==> config.mk <==
export PLATFORM = sky130hd
export DESIGN_NAME = rr_arbiter8_flat
export DESIGN_NICKNAME = d
export VERILOG_FILES = /design/src/rtl/arb_pkg.sv /design/src/rtl/rr_arbiter8_if.sv /design/src/rtl/onehot_enc8.sv /design/src/rtl/rr_arbiter8.sv /design/src/flat_wrapper.sv
export SDC_FILE = /design/constraint.sdc
export NUM_CORES = 1
export LEC_CHECK = 0
export ABC_AREA = 1
export BUFFER_PORTS_ARGS = -buffer_cell sky130_fd_sc_hd__buf_2
export CAP_MARGIN = 20
export CORE_ASPECT_RATIO = 1.25
export CORE_MARGIN = 8
export CORE_UTILIZATION = 50
export DETAILED_ROUTE_END_ITERATION = 8
export GPL_ROUTABILITY_DRIVEN = 0
export PLACE_DENSITY_LB_ADDON = 0.08
export SLEW_MARGIN = 25
export SYNTH_ARGS = -nofsm -noshare
export SYNTH_HDL_FRONTEND = slang
export SYNTH_SLANG_ARGS = --single-unit
export TNS_END_PERCENT = 20
==> constraint.sdc <==
create_clock -name clk -period 8.5 [get_ports clk]
set_input_delay 0 -clock clk [delete_from_list [all_inputs] [get_ports clk]]
set_output_delay 0 -clock clk [all_outputs]
set_load 0.005 [all_outputs]
==> src/rtl/arb_pkg.sv <==
// Shared types and helpers for the 8-way round-robin arbiter.
package arb_pkg;

    localparam int unsigned N_REQ = 8;
    localparam int unsigned IDX_W = 3;

    typedef enum logic {
        IDLE  = 1'b0,
        GRANT = 1'b1
    } arb_state_e;

    typedef struct packed {
        logic             found;
        logic [IDX_W-1:0] idx;
    } find_res_t;

    // One-hot vector with bit idx set.
    function automatic logic [N_REQ-1:0] onehot(input logic [IDX_W-1:0] idx);
        return N_REQ'(1) << idx;
    endfunction

    // First set bit of vec scanning start, start+1, ... with mod-N_REQ wrap.
    function automatic find_res_t rr_find_first(input logic [N_REQ-1:0] vec,
                                                input logic [IDX_W-1:0] start);
        find_res_t        res;
        logic [IDX_W-1:0] pos;
        res = '0;
        // Scan from farthest to nearest so the nearest hit is written last.
        for (int k = int'(N_REQ) - 1; k >= 0; k--) begin
            pos = start + IDX_W'(k);
            if (vec[pos]) begin
                res.found = 1'b1;
                res.idx   = pos;
            end
        end
        return res;
    endfunction

endpackage

==> src/rtl/rr_arbiter8_if.sv <==
// Request/grant bundle between the requesting units and the arbiter.
interface rr_arbiter8_if;
    import arb_pkg::*;

    logic                 en;
    logic [N_REQ-1:0]     req;
    logic [N_REQ-1:0]     gnt;
    logic [IDX_W-1:0]     gnt_idx;
    logic                 gnt_vld;

    modport master (output en, output req, input gnt, input gnt_idx, input gnt_vld);
    modport slave  (input en, input req, output gnt, output gnt_idx, output gnt_vld);
endinterface

==> src/rtl/onehot_enc8.sv <==
// Combinational 8-to-3 one-hot encoder; all-zero input encodes to 0.
module onehot_enc8
    import arb_pkg::*;
(
    input  logic [N_REQ-1:0] onehot_in,
    output logic [IDX_W-1:0] idx
);

    // OR together the indices of set bits; exact for one-hot or zero input.
    always_comb begin
        idx = '0;
        for (int i = 0; i < int'(N_REQ); i++) begin
            if (onehot_in[i]) begin
                idx = idx | IDX_W'(i);
            end
        end
    end

endmodule

==> src/rtl/rr_arbiter8.sv <==
// Eight-way round-robin arbiter with bounded hold and registered one-hot grant.
module rr_arbiter8
    import arb_pkg::*;
#(
    parameter int unsigned MAX_HOLD = 4,
    parameter int unsigned HOLD_W   = 4
) (
    input  logic          clk,
    input  logic          rst,
    rr_arbiter8_if.slave  bus
);

    arb_state_e       state_q, state_n;
    logic [IDX_W-1:0] ptr_q, ptr_n;
    logic [IDX_W-1:0] owner_q, owner_n;
    logic [HOLD_W-1:0] cnt_q, cnt_n;
    logic [N_REQ-1:0] gnt_q, gnt_n;
    logic             vld_q;

    logic [N_REQ-1:0] others;
    logic [IDX_W-1:0] ptr_inc;
    find_res_t        win_idle;
    find_res_t        win_rot;

    // Next-state: arbitration, hold counting and rotation.
    always_comb begin
        others   = bus.req & ~onehot(owner_q);
        ptr_inc  = owner_q + IDX_W'(1);
        win_idle = rr_find_first(bus.req, ptr_q);
        win_rot  = rr_find_first(others, ptr_inc);

        state_n  = state_q;
        ptr_n    = ptr_q;
        owner_n  = owner_q;
        cnt_n    = cnt_q;
        gnt_n    = gnt_q;

        if (!bus.en) begin
            state_n = IDLE;
            cnt_n   = '0;
            gnt_n   = '0;
        end else begin
            unique case (state_q)
                IDLE: begin
                    gnt_n = '0;
                    cnt_n = '0;
                    if (win_idle.found) begin
                        state_n = GRANT;
                        owner_n = win_idle.idx;
                        gnt_n   = onehot(win_idle.idx);
                        cnt_n   = HOLD_W'(1);
                    end
                end
                GRANT: begin
                    if (!bus.req[owner_q]) begin
                        // Owner released: hand off with no idle bubble if possible.
                        ptr_n = ptr_inc;
                        if (win_rot.found) begin
                            owner_n = win_rot.idx;
                            gnt_n   = onehot(win_rot.idx);
                            cnt_n   = HOLD_W'(1);
                        end else begin
                            state_n = IDLE;
                            gnt_n   = '0;
                            cnt_n   = '0;
                        end
                    end else if (cnt_q < HOLD_W'(MAX_HOLD)) begin
                        cnt_n = cnt_q + HOLD_W'(1);
                    end else if (win_rot.found) begin
                        // Hold limit reached with competition: force rotation.
                        ptr_n   = ptr_inc;
                        owner_n = win_rot.idx;
                        gnt_n   = onehot(win_rot.idx);
                        cnt_n   = HOLD_W'(1);
                    end else begin
                        cnt_n = HOLD_W'(MAX_HOLD);
                    end
                end
                default: begin
                    state_n = IDLE;
                    gnt_n   = '0;
                    cnt_n   = '0;
                end
            endcase
        end
    end

    // State register with synchronous reset.
    always_ff @(posedge clk) begin
        if (rst) begin
            state_q <= IDLE;
            ptr_q   <= '0;
            owner_q <= '0;
            cnt_q   <= '0;
            gnt_q   <= '0;
            vld_q   <= 1'b0;
        end else begin
            state_q <= state_n;
            ptr_q   <= ptr_n;
            owner_q <= owner_n;
            cnt_q   <= cnt_n;
            gnt_q   <= gnt_n;
            vld_q   <= |gnt_n;
        end
    end

    onehot_enc8 u_enc (
        .onehot_in (gnt_q),
        .idx       (bus.gnt_idx)
    );

    assign bus.gnt     = gnt_q;
    assign bus.gnt_vld = vld_q;

endmodule
==> src/flat_wrapper.sv <==
// flat-port wrapper written by rule: the top's interface ports become plain ports
module rr_arbiter8_flat import arb_pkg::*;
#(
    parameter int unsigned MAX_HOLD = 4,
    parameter int unsigned HOLD_W   = 4
)
  (clk, rst, bus_en, bus_req, bus_gnt, bus_gnt_idx, bus_gnt_vld);
  rr_arbiter8_if bus_i ();
  input  logic clk;
  input  logic rst;
  input wire logic [$bits(bus_i.en)-1:0] bus_en;
  input wire logic [$bits(bus_i.req)-1:0] bus_req;
  output wire logic [$bits(bus_i.gnt)-1:0] bus_gnt;
  output wire logic [$bits(bus_i.gnt_idx)-1:0] bus_gnt_idx;
  output wire logic [$bits(bus_i.gnt_vld)-1:0] bus_gnt_vld;
  assign bus_i.en = bus_en;
  assign bus_i.req = bus_req;
  assign bus_gnt = bus_i.gnt;
  assign bus_gnt_idx = bus_i.gnt_idx;
  assign bus_gnt_vld = bus_i.gnt_vld;
  rr_arbiter8 #(.MAX_HOLD(MAX_HOLD), .HOLD_W(HOLD_W)) u_core (.clk(clk), .rst(rst), .bus(bus_i));
endmodule
==> flow_metrics.tcl, run 1 <==
set metrics [dict create \
    rrSetupSlack_ps 4530 \
    path_class "flip-flop to flip-flop" \
    gr-usage-met3 0.0226 \
    grt_pass1_wl_um 12100 \
    netlist_top_cells_area "nand2_1, dfxtp_1, nand3_1" \
    wl_per_cell_um 13.0 \
    fin_util 0.543 \
    clk_latency_ps 260 \
    cts_tree "yes" \
    num-fill-cells 555 \
    fin_area_um2 2700 \
    synth-edff-count 0 \
    clockBufferDepth 2 \
    met2_usage 0.330 \
    layout_worst_path_cycle_share 0.468 \
    fin_tns_setup_ps 0 \
    end_kind "flip-flop" \
    root_buffer "clkbuf_8" \
    grt_max_degree 22 \
    ioPinCount 23 \
    antenna_found_initial 0 \
    antenna_cells 0 \
    cts_resized 0 \
    hold_buffers 0 \
    synthesis.area_um2 2530 \
    track_usage 0.190 \
    crit_path_max_fanout 21 \
    post-route-min-period_ps 3970 \
    syn_inst 452 \
    drc_errors 0 \
    worstMarginPinSlew_ps 761 \
    drt_wl_total_um 6910 \
    clkTransAtPathRegs_ps 70 \
    first_pass_iters 4 \
    yosysSeqAreaShare 0.158 \
    htreeDepth 1 \
    outcome "finished clean" \
    core-area_um2 4970 \
    start_util 0.509 \
    yosysTopAreaCell "nand2_1" \
    slew_viol_final 0 \
    met1_usage 0.229 \
    maxCapViolations 0 \
    post_cts_buffers 0 \
    num-nets-final 492 \
    vias_per_cell 5.44 \
    cts_made_buffers 3 \
    synth.most_common_cell "nand2_1" \
    powerDensity_nw_per_um2 234 \
    async_reset_ff_frac 0 \
    cp.arrival_ps 4110 \
    hold_class "input port to flip-flop" \
    synth-main-ff-cell "dfxtp_1" \
    dpl_cell_area_um2 2650 \
    die-area_um2 7610 \
    syn_avg_cell_area_um2 5.60 \
    dr_total_vias 2890 \
    ant_nets 0 \
    finalHoldViolCount 0 \
    grt_busiest_layer "met2" \
    yosysUniqueCellTypes 36 \
    fp.dieW_um 79.7 \
    dieHeight_um 95.6 \
    p_leak_uw 0.00146 \
    netlist.area_leader.share 0.215 \
    crit_chain "inv_4, ha_1, inv_1, nand2_1, nand2_2, nand3_1, nand3_1, nand2_2, inv_2, nand4_1, nor3_2, nand4_2, nand2_2, nand2_4, nor2_1, a21oi_1, nand2_1, nand2_1, nor2_1, nand2_1, nor2_1, nor2_1" \
    crit_slowest_cell "dfxtp_1" \
    fmax_mhz 252 \
    cts_sinks 20 \
    drive_gt1_frac 0.143 \
    max_stage_delay_ps 810 \
    startpoint_type "flip-flop" \
    fin_skew_ps 4.23 \
    grt_pass1_vias 2688 \
    slew_headroom 0.487 \
    syn_to_final_growth_pct 6.67 \
    yosysWarnings 0 \
    port-buffer-count 22 \
    syn-num-nets 474 \
    hpwl_um 5670 \
    crit_family "simple AND/OR/NAND/NOR gates" \
    vdd_drop_max_mv 0.146 \
    path_buf_inv 3 \
    setup_violations 0 \
    worstPathRequired_ps 8640 \
    drt_iter0_drc 173 \
    globalRouteOverflowTotal 0 \
    synth_seq_cells 20 \
    rows 29 \
    synth_common_cells "nand2_1, nand3_1, inv_1, nor2_1, a21oi_1" \
    rsz0062_at_grt "no" \
]
## metal layers
metal  vias up  routed length, um
met1      1301               3040
li1       1497                  -
met4         0                172
met2        78               3420
met5         -                  0
met3        14                286
## where the power goes
part / internal, uW / switching, uW
sequential: 102 / 13.7
combinational: 141 / 303
clock: 41.2 / 31.0
## metrics by stage
stage	setup WS [ps]	instances	hold WS (ps)	total power, uW
2_1_floorplan	5640	452	213	471
3_3_place_gp	4690	527	361	553
3_5_place_dp	4580	527	351	556
4_1_cts	4570	531	81.6	629
5_1_grt	4190	531	117	698
6_report	4530	531	85.9	631
## path summary, 6_finish.rpt
kind | end | from | cells after the start
worst max-delay path | u_core.bus.gnt_vld$_SDFF_PP0_ | u_core.owner_q[0]$_SDFFE_PP0P_ | 22
worst max register to register | u_core.bus.gnt_vld$_SDFF_PP0_ | u_core.owner_q[0]$_SDFFE_PP0P_ | 22
worst min register to register | u_core.cnt_q[1]$_SDFF_PP0_ | u_core.cnt_q[3]$_SDFF_PP0_ | 3
worst min-delay path | u_core.ptr_q[0]$_SDFFE_PP0P_ | rst | 4
## placed cells by master (no fill, tap or decap), drive strengths merged
cell type / netlist / final
nor2: 41 / 41
xor2: 4 / 4
nor4: 1 / 1
nand4: 4 / 4
clkbuf: 1 / 4
a21oi: 35 / 35
o211ai: 2 / 2
ha: 11 / 11
xnor2: 2 / 2
o32ai: 1 / 1
o21ai: 39 / 39
nor3: 2 / 2
conb: 1 / 1
nand2: 161 / 161
or2: 1 / 1
a31oi: 2 / 2
buf: 8 / 22
inv: 54 / 54
nor3b: 1 / 1
nand3: 61 / 61
dfxtp: 20 / 20
## sequential cells by signal, summed over array words and instances (netlist names)
register,count
u_core.state_q,1
u_core.owner_q,3
u_core.cnt_q,4
u_core.bus.gnt,8
u_core.ptr_q,3
u_core.bus.gnt_vld,1
## cell type report
type,count,area (um^2),area share
clock buffers,4,55.1,0.0204
inverters,54,205,0.0760
multi-input cells,369,1850,0.686
flip-flops and latches,20,400,0.148
well taps,62,77.6,0.0287
repair buffers,22,110,0.0408
## worst register-to-register path, stage by stage (launching register included)
cell     delay [ps]
dfxtp_1         810
inv_4           200
ha_1            530
inv_1           260
nand2_1         100
nand2_2         160
nand3_1         150
nand3_1         150
nand2_2         100
inv_2            70
nand4_1         100
nor3_2          150
nand4_2         170
nand2_2         150
nand2_4         100
nor2_1          120
a21oi_1          60
nand2_1         100
nand2_1          50
nor2_1          100
nand2_1          60
nor2_1          100
nor2_1           50
## logic make-up (layout without fill, tap and decap cells)
kind of cell / count (synthesis) / count (layout) / synth area share
fa+ha+maj: 11 / 11 / 0.0543
compound gates: 79 / 79 / 0.167
other cells: 1 / 1 / 0.00148
buf+inv: 63 / 80 / 0.110
flops: 20 / 20 / 0.158
xor+xnor: 6 / 6 / 0.0237
simple gates: 272 / 272 / 0.486
(Power assumes the default switching activity.)
==> run 2, diff against run 1 <==
==> constraint.sdc (replaced) <==
create_clock -name clk -period 3.99 [get_ports clk]
set_input_delay 0 -clock clk [delete_from_list [all_inputs] [get_ports clk]]
set_output_delay 0 -clock clk [all_outputs]
set_load 0.005 [all_outputs]
==> run 2 against run 1 <==
Largest cell class unchanged. Core utilization up 0.48 points. Clock-buffer cell count down 1. Via count down 1.6%. Sequential power up 110%. Combinational power up 110%. Non-clock buffer count up 1. Die area unchanged. First-iteration DRC count down 14%. Sequential share of layout area down 0.13 points. Highest routed layer unchanged. Global-route usage down 1.3 points. Power up 120%. Sequential cell count unchanged.
==> flow_metrics.tcl, run 2 (synthesis gave the netlist of run 1 again) <==
set metrics [dict create \
    regArea_um2 400 \
    globalRouteOverflowTotal 0 \
    drc_errors 0 \
    crit_path_frequent_cell "nand2_1" \
    multi_input_area_um2 1850 \
    antenna_cells 0 \
    final_cell_mix "nand2_1, nand3_1, inv_1" \
    fin_skew_ps 4.75 \
    drt_wl_total_um 6760 \
    finalHoldViolCount 0 \
    crit_path_max_fanout 11 \
    dr_total_vias 2845 \
    place_ws_ps 461 \
    worstPathRequired_ps 4140 \
    powerDensity_nw_per_um2 510 \
    maxCapViolations 0 \
    rows 29 \
    port-buffer-count 22 \
    largest_reg_flops 8 \
    crit_chain "inv_1, ha_1, inv_1, nand2_1, nand2_2, nand3_1, nand3_1, nand2_1, inv_1, nand4_2, nand2_2, nor2_2, a21oi_1, nand2_1, nand2_1, nor2_1, nand2_1, nor2_1, nor2_1" \
    rsz0062_at_grt "no" \
    core-area_um2 4970 \
    slew_viol_final 0 \
    r2r-start "u_core.owner_q[1]$_SDFFE_PP0P_" \
    num-nets-final 493 \
    hpwl_um 5440 \
    layout_worst_path_cycle_share 0.900 \
    slew_headroom 0.474 \
    ant_nets 0 \
    fin_tns_setup_ps 0 \
    die-area_um2 7610 \
    post_cts_buffers 0 \
    grt_pass1_wl_um 11200 \
    cts_made_buffers 3 \
    drt_iter0_drc 149 \
    cts_resized 0 \
    p_leak_uw 0.00147 \
    end_kind "flip-flop" \
    vias_per_cell 5.35 \
    vdd_drop_max_mv 0.306 \
    dieHeight_um 95.6 \
    startpoint_type "flip-flop" \
    fin_util 0.548 \
    worstSetupStartpoint "u_core.owner_q[1]$_SDFFE_PP0P_" \
    cts_tree "yes" \
    setup_violations 0 \
    drive_gt1_frac 0.145 \
    hold_class "input port to flip-flop" \
    wl_per_cell_um 12.7 \
    path_class "flip-flop to flip-flop" \
    fp.dieW_um 79.7 \
    htreeDepth 1 \
    cts_sinks 20 \
    fmax_mhz 278 \
    worstMarginPinSlew_ps 780 \
    num-fill-cells 554 \
    root_buffer "clkbuf_8" \
    post-route-min-period_ps 3590 \
    syn_to_final_growth_pct 7.61 \
    grt_max_degree 20 \
    cp.arrival_ps 3740 \
    hp-start "rst" \
    final.setup.worst_slack_ps 399 \
    seqPwrFrac 0.172 \
    swShare 0.531 \
    antenna_found_initial 0 \
    ioPinCount 23 \
    power_frac_clock 0.148 \
    crit_slowest_cell "ha_1" \
    grt_pass1_vias 2608 \
    clockBufferDepth 2 \
    clk_latency_ps 270 \
    start_util 0.509 \
    combPwrFrac 0.680 \
    track_usage 0.177 \
    p_switching_uw 738 \
    max_stage_delay_ps 590 \
    first_pass_iters 4 \
    whs_ps 107 \
    final_common_cell "nand2_1" \
    outcome "finished clean" \
    hold_buffers 0 \
    clkTransAtPathRegs_ps 80 \
    intPower_uw 653 \
]
## run 2: cell count changes in the layout (fill, tap and decap cells not counted)
cell	before	now
buf_4	0	1
bufinv_16	0	1
clkbuf_8	4	3
## run 2: layer usage
metal | wire length, um | part of all wire | track usage
met1 | 3050 | 0.45 | 0.212
met2 | 3340 | 0.50 | 0.322
met3 | 260 | 0.038 | 0.0170
met4 | 97 | 0.014 | 0.0511
met5 | 0 | 0 | 0
## run 2: worst max-delay path: cells and delay by family, from the launching register on
kind / cells / cell delay [ps]
simple gates: 14 / 1740
fa+ha+maj: 1 / 590
flops: 1 / 520
buf+inv: 3 / 450
compound gates: 1 / 150
## run 2: stage by stage
stage	cells	power (uW)	instance area, um^2
6_report	532	1390	2730
5_1_grt	532	1520	2730
3_3_place_gp	528	1170	2650
4_1_cts	532	1390	2730
2_1_floorplan	452	1000	2530
3_5_place_dp	528	1180	2650
## run 2: power groups by stage
| stage | registers, uW | logic [uW] | clock network, uW |
|---|---|---|---|
| final | 240 | 946 | 205 |
| after global routing | 242 | 1060 | 214 |
| after CTS | 239 | 939 | 207 |
| after detailed placement | 244 | 934 | 0 |
| after global placement | 244 | 930 | 0 |
| after floorplan | 235 | 767 | 0 |
## run 2: final cells by class
class | count | area share
sequential | 20 | 0.147
timing repair buffer | 23 | 0.0432
clock inverter | 1 | 0.0110
inverter | 54 | 0.0753
tap | 62 | 0.0285
clock buffer | 3 | 0.0152
multi-input combinational | 369 | 0.680
## run 2: final timing paths
check                                                     end  cells after the start  slack, ps
worst max-delay path            u_core.bus.gnt_vld$_SDFF_PP0_                     19        400
worst min-delay path             u_core.ptr_q[2]$_SDFFE_PP0P_                      4        110
worst max register to register  u_core.bus.gnt_vld$_SDFF_PP0_                     19        400
worst min register to register     u_core.cnt_q[1]$_SDFF_PP0_                      3        490
==> run 3, diff against run 2 <==
==> constraint.sdc (replaced) <==
create_clock -name clk -period 2.95 [get_ports clk]
set_input_delay 0 -clock clk [delete_from_list [all_inputs] [get_ports clk]]
set_output_delay 0 -clock clk [all_outputs]
set_load 0.005 [all_outputs]
==> run 3 against run 2 <==
Sequential cell count did not move. Hold slack got worse by 39 ps. Cell count rose by 7.1%. Largest power group unchanged. Highest routed layer unchanged.
==> flow_metrics.tcl, run 3 (synthesis gave the netlist of run 1 again) <==
set metrics [dict create \
    post-route-min-period_ps 2950 \
    num-nets-final 531 \
    start_util 0.509 \
    drt_wl_total_um 7320 \
    clockBufferDepth 2 \
    min_path_cells 4 \
    drc_errors 0 \
    path_class "flip-flop to flip-flop" \
    path_buf_inv 2 \
    end_kind "flip-flop" \
    hold_class "input port to flip-flop" \
    crit_slowest_cell "dfxtp_4" \
    rows 29 \
    antenna_found_initial 0 \
    vdd_drop_max_mv 0.377 \
    antenna_cells 0 \
    ant_nets 0 \
    finalHoldViolCount 0 \
    largest_reg_flops 8 \
    maxCapViolations 0 \
    fin_util 0.655 \
    rrSetupSlack_ps 4 \
    fin_skew_ps 3.14 \
    first_pass_iters 5 \
    crit_family "simple AND/OR/NAND/NOR gates" \
    core-area_um2 4970 \
    layout_worst_path_cycle_share 0.999 \
    crit_chain "ha_4, ha_4, buf_6, xor2_4, buf_6, nand3_2, nand4_1, nor3_2, nand4_2, nand2_4, nor2_2, a21oi_1, nand2_2, nand2_1, nor2_2, nand2_1, nor2_1, nor2_1" \
    startpoint_type "flip-flop" \
    outcome "finished clean" \
    final_cell_mix "nand2_1, nand3_1, inv_1" \
    cts_made_buffers 3 \
    final.setup.worst_slack_ps 4.21 \
    crit_path_max_fanout 8 \
    htreeDepth 1 \
    max_stage_delay_ps 370 \
    cts_sinks 20 \
    cts_tree "yes" \
    dr_total_vias 3036 \
    vias_per_cell 5.33 \
    drive_gt1_frac 0.276 \
    r2r-start "u_core.owner_q[1]$_SDFFE_PP0P_" \
    hp-start "rst" \
    gr-usage-met3 0.0170 \
    reg2reg_depth 18 \
    ioPinCount 23 \
    grt_pass1_wl_um 12100 \
    die-area_um2 7610 \
    port-buffer-count 22 \
    hold_buffers 0 \
    clkTransAtPathRegs_ps 70 \
    met2_usage 0.341 \
    powerDensity_nw_per_um2 678 \
    root_buffer "clkbuf_8" \
    rsz0062_at_grt "yes" \
    globalRouteOverflowTotal 0 \
    slew_viol_final 0 \
    fp.dieW_um 79.7 \
    met1_usage 0.230 \
    drt_iter0_drc 142 \
    grt_busiest_layer "met2" \
    syn_to_final_growth_pct 28.6 \
    p_leak_uw 0.00169 \
    setup_violations 0 \
    dieHeight_um 95.6 \
    reg2reg_to "u_core.bus.gnt_vld$_SDFF_PP0_" \
    min_to "u_core.owner_q[1]$_SDFFE_PP0P_" \
    fin_area_um2 3260 \
    wl_per_cell_um 12.8 \
    hpwl_um 5560 \
    grt_pass1_vias 2782 \
    worstPathRequired_ps 3090 \
    track_usage 0.190 \
    fmax_mhz 339 \
    cp.arrival_ps 3090 \
    dpl_cell_area_um2 2830 \
    final_common_cell "nand2_1" \
    place_ws_ps -83.9 \
    grt_max_degree 15 \
    clk_latency_ps 260 \
    whs_ps 68.4 \
    fin_tns_setup_ps 0 \
]
-- run 3: cell count changes in the layout (fill, tap and decap cells not counted), moves of 6 or more --
| cell | previous run | this run |
|---|---|---|
| buf_4 | 1 | 33 |
| nand3_1 | 54 | 45 |
| nand3_2 | 7 | 15 |
| ha_1 | 11 | 5 |
-- run 3: how the worst max path moves through the flow --
stage	to	startpoint	cells past startpoint	slack, ps
4_1_cts	u_core.bus.gnt_vld$_SDFF_PP0_	u_core.owner_q[1]$_SDFFE_PP0P_	22	30
3_5_place_dp	u_core.bus.gnt_vld$_SDFF_PP0_	u_core.owner_q[1]$_SDFFE_PP0P_	22	-80
6_report	u_core.bus.gnt_vld$_SDFF_PP0_	u_core.owner_q[1]$_SDFFE_PP0P_	18	4
3_3_place_gp	u_core.bus.gnt_vld$_SDFF_PP0_	u_core.owner_q[0]$_SDFFE_PP0P_	20	-50
5_1_grt	u_core.bus.gnt_vld$_SDFF_PP0_	u_core.owner_q[1]$_SDFFE_PP0P_	22	-180
2_1_floorplan	u_core.bus.gnt_vld$_SDFF_PP0_	u_core.owner_q[0]$_SDFFE_PP0P_	24	90
-- run 3: final cells by class --
class                   count  area, um^2
multi-input cells         370        2070
fillers                   461        1710
repair buffers             60         427
flip-flops and latches     20         408
inverters                  54         215
well taps                  62        77.6
clock buffers               4        55.1
-- run 3: what timing repair did --
action,in CTS,in global routing
pin swaps,2,33
buffers inserted,1,14
gates resized for setup,9,49
hold endpoints to repair,0,0
endpoints found under the setup margin,1,7
cloned,0,1
-- run 3: stage by stage --
stage / instances / total power [uW]
2_1_floorplan: 452 / 1360
3_3_place_gp: 550 / 1660
3_5_place_dp: 550 / 1670
4_1_cts: 555 / 1910
5_1_grt: 570 / 2420
6_report: 570 / 2210
-- run 3: tightest hold or removal path: stages --
cell	delay, ps
buf_2	70
inv_1	90
o21ai_0	90
nor2_1	40
-- run 3: layer usage --
metal	vias up	wire length, um
met1	1349	3190
li1	1576	-
met4	0	171
met3	17	311
met2	94	3650
met5	-	0
-- run 3: power breakdown --
group | internal [uW] | switching, uW
Combinational | 650 | 1030
Sequential | 295 | 23.6
Clock | 119 | 89.8
Total | 1060 | 1140
